### config.mk
export PLATFORM = sky130hd
export DESIGN_NAME = laser_countdown_timer
export DESIGN_NICKNAME = d
export VERILOG_FILES = /design/src/rtl/laser_countdown_timer.sv
export SDC_FILE = /design/constraint.sdc
export NUM_CORES = 1
export LEC_CHECK = 0
export ABC_CLOCK_PERIOD_IN_PS = 2210
export CAP_MARGIN = 20
export CORE_UTILIZATION = 40
export DETAILED_ROUTE_END_ITERATION = 8
export SYNTH_ARGS = -nofsm -noshare
export SYNTH_HDL_FRONTEND = slang
export SYNTH_SLANG_ARGS = --single-unit
### constraint.sdc
create_clock -name Clk -period 2.21 [get_ports Clk]
set_input_delay 0.5525 -clock Clk [delete_from_list [all_inputs] [get_ports Clk]]
set_output_delay 0.5525 -clock Clk [all_outputs]
set_load 0.02 [all_outputs]
### src/rtl/laser_countdown_timer.sv
// laser_countdown_timer
// Countdown timer used by the laser on/off controller to set the on-time.
// Counts N prescaled ticks while Ec is high and then emits a one-cycle
// terminal pulse Z. Done stays high until Rc reloads the timer.
// All outputs come straight from registers, so no input reaches an output
// combinationally.

module laser_countdown_timer #(
  parameter int WIDTH    = 16,
  parameter int N        = 16,
  parameter int PRESCALE = 1
) (
  input  logic             Clk,
  input  logic             Rst,
  input  logic             Ec,
  input  logic             Rc,
  output logic             Z,
  output logic             Done,
  output logic [WIDTH-1:0] Count
);

  // The prescale counter is at least one bit wide. When PRESCALE is 1 it
  // stays at zero, so every enabled edge is one tick.
  localparam int PRE_W = (PRESCALE > 1) ? $clog2(PRESCALE) : 1;
  localparam logic [PRE_W-1:0] PRE_MAX  = PRE_W'(PRESCALE - 1);
  localparam logic [WIDTH-1:0] N_VAL    = WIDTH'(N);
  localparam logic [WIDTH-1:0] CNT_ONE  = WIDTH'(1);
  localparam logic [WIDTH-1:0] CNT_ZERO = '0;

  // Reject parameter values the counter cannot represent.
  generate
    if (N < 1 || longint'(N) > ((longint'(1) << WIDTH) - 1)) begin : g_bad_n
      $error("laser_countdown_timer: N must be in 1 .. 2**WIDTH-1");
    end
    if (PRESCALE < 1) begin : g_bad_prescale
      $error("laser_countdown_timer: PRESCALE must be >= 1");
    end
  endgenerate

  typedef enum logic [1:0] {
    S_LOAD = 2'b00,
    S_RUN  = 2'b01,
    S_DONE = 2'b10
  } state_t;

  state_t           r_state;
  logic [WIDTH-1:0] r_count;
  logic [PRE_W-1:0] r_pre;
  logic             r_z;
  logic             r_done;

  // Combined decode of the end of a prescale period.
  logic w_pre_wrap;
  assign w_pre_wrap = (r_pre == PRE_MAX);

  // Control FSM: reload beats enable, and enable beats hold. Z and Done are registered here.
  always_ff @(posedge Clk or posedge Rst) begin
    if (Rst) begin
      r_state <= S_LOAD;
      r_count <= N_VAL;
      r_pre   <= '0;
      r_z     <= 1'b0;
      r_done  <= 1'b0;
    end else begin
      // Z is a single-cycle pulse. It drops on every edge unless expiry sets it again.
      r_z <= 1'b0;
      if (Rc) begin
        r_state <= S_LOAD;
        r_count <= N_VAL;
        r_pre   <= '0;
        r_done  <= 1'b0;
      end else begin
        case (r_state)
          S_LOAD, S_RUN: begin
            if (Ec) begin
              r_state <= S_RUN;
              if (w_pre_wrap) begin
                r_pre <= '0;
                if (r_count == CNT_ONE) begin
                  r_count <= CNT_ZERO;
                  r_state <= S_DONE;
                  r_z     <= 1'b1;
                  r_done  <= 1'b1;
                end else if (r_count != CNT_ZERO) begin
                  r_count <= r_count - CNT_ONE;
                end
              end else begin
                r_pre <= r_pre + PRE_W'(1);
              end
            end
            // With Ec low, the count, the partial prescale and the state all hold.
          end
          S_DONE: begin
            // The count saturates at zero. Enable is ignored until a reload.
            r_count <= CNT_ZERO;
            r_done  <= 1'b1;
          end
          default: begin
            // The unused encoding recovers to a freshly loaded timer.
            r_state <= S_LOAD;
            r_count <= N_VAL;
            r_pre   <= '0;
            r_done  <= 1'b0;
          end
        endcase
      end
    end
  end

  assign Z     = r_z;
  assign Done  = r_done;
  assign Count = r_count;

endmodule

==> results.sh, run 1 <==
export IMPL_layout_drive_gt1_share=0.1887
export IMPL_final_setup_skew_ns=0.008375
export IMPL_start_kind="register"
export IMPL_cp_arrival_ns=2.34
export IMPL_worstMarginPinSlew_ns=0.5283
export IMPL_yosysSeqAreaShare=0.4345
export IMPL_setup_viol=0
export IMPL_die_area_um2=3106
export IMPL_seq_power_share=0.392
export IMPL_dp_hpwl_um=2049
export IMPL_fin_tns_setup_ns=0
export IMPL_maxSlewViolCount=0
export IMPL_core_area_um2=2734
export IMPL_net_switching_power_mw=0.4356
export IMPL_fin_util=0.5721
export IMPL_drc_errors=0
export IMPL_syn_cell_area_um2=1155
export IMPL_finalNetCount=166
export IMPL_fp_row_count=19
export IMPL_finalWirelength_um=2888
export IMPL_clk_pin_slew_worst_paths_ns=0.13
export IMPL_fin_crit_sh=0.9492
export IMPL_cts_buffers=3
export IMPL_ys_ff_latch=20
export IMPL_dr_pass1_iters=4
export IMPL_first_global_vias=1060
export IMPL_drv_cap=0
export IMPL_final_hold_violation_count=0
export IMPL_required_ns=2.45
export IMPL_p_sw_frac=0.3693
export IMPL_worst_hold_path_type="reg -> reg"
export IMPL_synthCells=119
export IMPL_rsz0062_at_grt="false"
export IMPL_p_clk_frac=0.190
export IMPL_start_util=0.4224
export IMPL_place_congestion=0.7982
export IMPL_cts_max_level=1
export IMPL_ys_async_sr_fraction=1.000
export IMPL_antenna_found_initial=0
export IMPL_clkSinkCount=20
export IMPL_syn2layout_area_growth_pct=35.43
export IMPL_drtIter0Drc=31
export IMPL_crit_path_max_fanout=7
export IMPL_cellLeakagePower_nw=0.6636
export IMPL_grtUsageTotal=0.1995
export IMPL_clockRootBuffer="clkbuf_4"
export IMPL_status="completed"
export IMPL_io_pins=22
export IMPL_layout_commonest_cell="clkdlybuf4s50_1"
export IMPL_overflow=0
export IMPL_pwr_share_comb=0.418
export IMPL_grt_first_pass_wirelength_um=4912
export IMPL_viasPerCell=5.863
export IMPL_clockBufferDepth=2
export IMPL_route_vias_total=1114
export IMPL_final_cell_mix="21 x clkdlybuf4s50_1, 19 x dfrtp_1, 18 x buf_4"
export IMPL_layout_min_cycle_time_ns=2.098
export IMPL_grt_max_degree=21
export IMPL_ir_drop_mv=0.6510
export IMPL_synth_edf_count=0
export IMPL_synth_main_ff_cell="dfrtp_1"
export IMPL_clk_latency_ns=0.31
export IMPL_cts_tree="done"
export IMPL_synth_fp_nets=125
export IMPL_yosys_warnings=0
export IMPL_path_class="reg -> reg"
export IMPL_synth_area_per_cell_um2=9.705
export IMPL_die_x_um=55.73
export IMPL_antenna_left=0
export IMPL_die_h_um=55.73
export IMPL_antenna_cells=0
export IMPL_internal_power_mw=0.7440
export IMPL_port_buffers=21
export IMPL_fmax_mhz=476.7
export IMPL_relSlewSlack=0.6446
export IMPL_cts_repair_resized=0
export IMPL_p_per_area_nw_per_um2=754.2
export IMPL_ys_types=36
export IMPL_wl_per_cell_um=15.20
export IMPL_crit_path_end_kind="register"
[worst paths after layout]
path	start	end	slack [ns]	cells after the start
worst max-delay path	Count[5]	Count[9]	0.11	5
worst min-delay path	r_state[0]	Done	0.49	1
worst max register to register	Count[5]	Count[9]	0.11	5
worst min register to register	r_state[0]	Done	0.49	1
max in group asynchronous	Rst	Count[4]	1.39	3
min in group asynchronous	Rst	Z	0.55	3
[worst max-delay path, stage by stage, from the launching register on]
cell and delay, ns:
dfrtp_1 0.45, nor4_2 0.45, nand4_1 0.33, buf_4 0.25
or4_1 0.40, a21oi_1 0.15
[synthesized netlist by cell type (2+ instances only)]
cell type | count | area (um2)
a21oi_1 | 13 | 65.06
nor2_1 | 11 | 41.29
clkbuf_1 | 3 | 11.26
o31ai_1 | 8 | 60.06
o21ai_0 | 5 | 25.02
nand2b_1 | 3 | 18.77
nand2_1 | 3 | 11.26
ha_1 | 2 | 25.02
inv_1 | 3 | 11.26
or3_1 | 9 | 56.30
dfrtp_1 | 19 | 475.5
nand4_1 | 2 | 12.51
a211oi_1 | 2 | 15.01
nor3b_1 | 3 | 22.52
nor4_1 | 2 | 12.51
or4_1 | 11 | 82.58
[registers in the layout (all words and copies together), names as in the netlist]
| signal | flops |
|---|---|
| r_state | 2 |
| Done | 1 |
| Z | 1 |
| Count | 16 |
[repair_timing]
item,4_1_cts,5_1_grt
setup buffers,0,1
setup endpoints to repair,0,2
hold buffers,0,0
[per-layer routing]
metal	track usage	part of all wire	up-vias
li1	-	-	549
met1	0.2814	0.48	529
met2	0.3201	0.47	32
met3	0.02326	0.038	4
met4	0.06429	0.011	0
met5	0	0	-
[layout make-up]
type	count	area, um2
Fill cell	254	1170
Multi-Input combinational cell	93	630.6
Sequential cell	20	501.7
Timing Repair Buffer	39	345.3
Tap cell	31	38.79
Clock buffer	4	36.28
Inverter	3	11.26
[power by group through the flow]
| stage | Combinational, mW | Clock (mW) | Sequential (mW) |
|---|---|---|---|
| CTS | 0.490 | 0.227 | 0.462 |
| finish | 0.493 | 0.224 | 0.462 |
| detailed placement | 0.485 | 0 | 0.469 |
| floorplan | 0.266 | 0 | 0.508 |
| global placement | 0.480 | 0 | 0.466 |
| global route | 0.536 | 0.241 | 0.471 |
[metrics by stage]
step	hold slack (ns)	total power, mW	area (um2)	setup WS (ns)	instances
6_report	0.4851	1.180	1564	0.1123	190
5_1_grt	0.4958	1.248	1564	0.01151	190
4_1_cts	0.4814	1.178	1556	0.1255	189
3_5_place_dp	0.4646	0.9542	1520	-0.1204	185
3_3_place_gp	0.4621	0.9462	1520	-0.05802	185
2_1_floorplan	0.4390	0.7734	1155	0.1905	119
[cells by family after synthesis]
logic type	Yosys count	synth area share
muxes	1	0.01300
DFF	20	0.4345
AOI/OAI and AO/OA	35	0.1950
adders and majority gates	2	0.02167
and+or+nand+nor	53	0.3012
buffers and inverters	6	0.01950
xor gates and xnor gates	2	0.01517
Power figures use the tool's default switching activity.
==> run 2, diff against run 1 <==
- CORE_ASPECT_RATIO: default -> 1.5
==> results.sh, run 2 (synthesis gave the netlist of run 1 again) <==
export IMPL_ir_drop_mv=0.4580
export IMPL_layout_drive_gt1_share=0.1824
export IMPL_cp_top_family="simple AND/OR/NAND/NOR gates"
export IMPL_drtIter0Drc=28
export IMPL_grt_busiest_layer="met2"
export IMPL_cpPeakStageDelay_ns=0.57
export IMPL_grtUsageTotal=0.2188
export IMPL_rsz0062_at_grt="false"
export IMPL_first_global_vias=1076
export IMPL_drc_errors=0
export IMPL_die_h_um=67.81
export IMPL_fin_crit_sh=0.9192
export IMPL_antenna_found_initial=0
export IMPL_crit_path_max_fanout=7
export IMPL_setup_viol=0
export IMPL_port_buffers=21
export IMPL_cts_tree="done"
export IMPL_worstMarginPinSlew_ns=0.5118
export IMPL_grt_first_pass_wirelength_um=4968
export IMPL_worst_hold_path_type="reg -> reg"
export IMPL_final_hold_violation_count=0
export IMPL_cts_setup_buffers=0
export IMPL_die_area_um2=3110
export IMPL_cpMaxStageDelayCell="or4_1"
export IMPL_cp_cell_sequence="clkdlybuf4s50_1 > or3_1 > nand4_1 > or4_1 > a21oi_1"
export IMPL_layout_commonest_cell="clkdlybuf4s50_1"
export IMPL_multi_input_area_um2=630.6
export IMPL_cp_arrival_ns=2.22
export IMPL_finalNonFillerCells=196
export IMPL_largest_reg_flops=16
export IMPL_start_util=0.4269
export IMPL_met2_usage=0.4032
export IMPL_clkSinkCount=20
export IMPL_final_setup_skew_ns=0.005772
export IMPL_clk_pin_slew_worst_paths_ns=0.08
export IMPL_cts_max_level=1
export IMPL_drv_cap=0
export IMPL_dr_pass1_iters=4
export IMPL_cellLeakagePower_nw=0.6653
export IMPL_die_x_um=45.87
export IMPL_final_cell_mix="21 x clkdlybuf4s50_1, 19 x dfrtp_1, 18 x buf_4"
export IMPL_clockBufferDepth=2
export IMPL_overflow=0
export IMPL_dp_hpwl_um=2264
export IMPL_start_kind="primary input"
export IMPL_path_class="in -> reg"
export IMPL_relSlewSlack=0.6557
export IMPL_clk_latency_ns=0.26
export IMPL_antenna_left=0
export IMPL_syn2layout_area_growth_pct=36.84
export IMPL_finalWirelength_um=2939
export IMPL_required_ns=2.40
export IMPL_grt_max_degree=21
export IMPL_place_congestion=0.8437
export IMPL_viasPerCell=5.561
export IMPL_fmax_mhz=492.3
export IMPL_use_met1=0.2545
export IMPL_seq_area_um2=501.7
export IMPL_ctsHoldBuffers=0
export IMPL_grtUsageMet3=0.02375
export IMPL_antenna_cells=0
export IMPL_clockRootBuffer="clkbuf_8"
export IMPL_cts_repair_resized=0
export IMPL_crit_path_end_kind="register"
export IMPL_fp_row_count=23
export IMPL_route_vias_total=1090
export IMPL_io_pins=22
export IMPL_cts_buffers=3
export IMPL_finalNetCount=166
export IMPL_place_inst=192
export IMPL_wl_per_cell_um=14.99
export IMPL_core_area_um2=2705
export IMPL_status="completed"
export IMPL_layout_min_cycle_time_ns=2.031
export IMPL_p_per_area_nw_per_um2=772.3
export IMPL_critical_path_buf_inv_count=1
export IMPL_fill_cells=255
export IMPL_fin_tns_setup_ns=0
export IMPL_maxSlewViolCount=0
-- run 2: cell counts in the layout (fill, tap and decap cells not counted) --
No cell type changed its count.
-- run 2: cell type report --
class	instances	share of cell area
Multi-Input combinational cell	93	0.3990
Sequential cell	20	0.3175
Timing Repair Buffer	39	0.2185
Tap cell	37	0.02930
Clock buffer	4	0.02850
Inverter	3	0.007126
-- run 2: path summary, 6_finish.rpt --
| path | start | slack (ns) | end | depth (start not counted) |
|---|---|---|---|---|
| max reg2reg | Count[5] | 0.21 | Count[15] | 4 |
| min reg2reg | r_state[0] | 0.47 | Done | 1 |
| min | r_state[0] | 0.47 | Done | 1 |
| max in group asynchronous | Rst | 1.33 | Count[4] | 3 |
| min in group asynchronous | Rst | 0.60 | Count[14] | 3 |
| max | Rc | 0.18 | Count[15] | 5 |
-- run 2: stage by stage --
| step | cell area (um2) | worst slack (ns) | total power, mW | hold WS, ns | util |
|---|---|---|---|---|---|
| floorplan | 1155 | 0.1905 | 0.7734 | 0.4390 | - |
| global placement | 1535 | -0.02601 | 0.9626 | 0.4599 | 0.5675 |
| detailed placement | 1535 | -0.09821 | 0.9719 | 0.4591 | 0.5675 |
| CTS | 1580 | 0.1660 | 1.229 | 0.4743 | 0.5842 |
| global route | 1580 | 0.02984 | 1.302 | 0.5034 | 0.5842 |
| finish | 1580 | 0.1786 | 1.220 | 0.4743 | 0.5842 |
-- run 2: where the power goes --
| part | internal (mW) | switching (mW) | leakage [nW] |
|---|---|---|---|
| Sequential | 0.408 | 0.0566 | 0.270 |
| Combinational | 0.244 | 0.257 | 0.372 |
| Clock | 0.129 | 0.126 | 0.0228 |
| Total | 0.780 | 0.440 | 0.665 |
-- run 2: routing by layer --
layer  share of wire  vias up
met3           0.018        4
met2            0.54       17
li1                -      543
met5               0        -
met4           0.012        0
met1            0.43      526
-- run 2: worst reg2reg max path: cells and delay by family, from the launching register on --
kind             cells  cell delay, ns
AND/OR/NAND/NOR      3            1.33
flip-flops           1            0.42
AO/OA/AOI/OAI        1            0.18
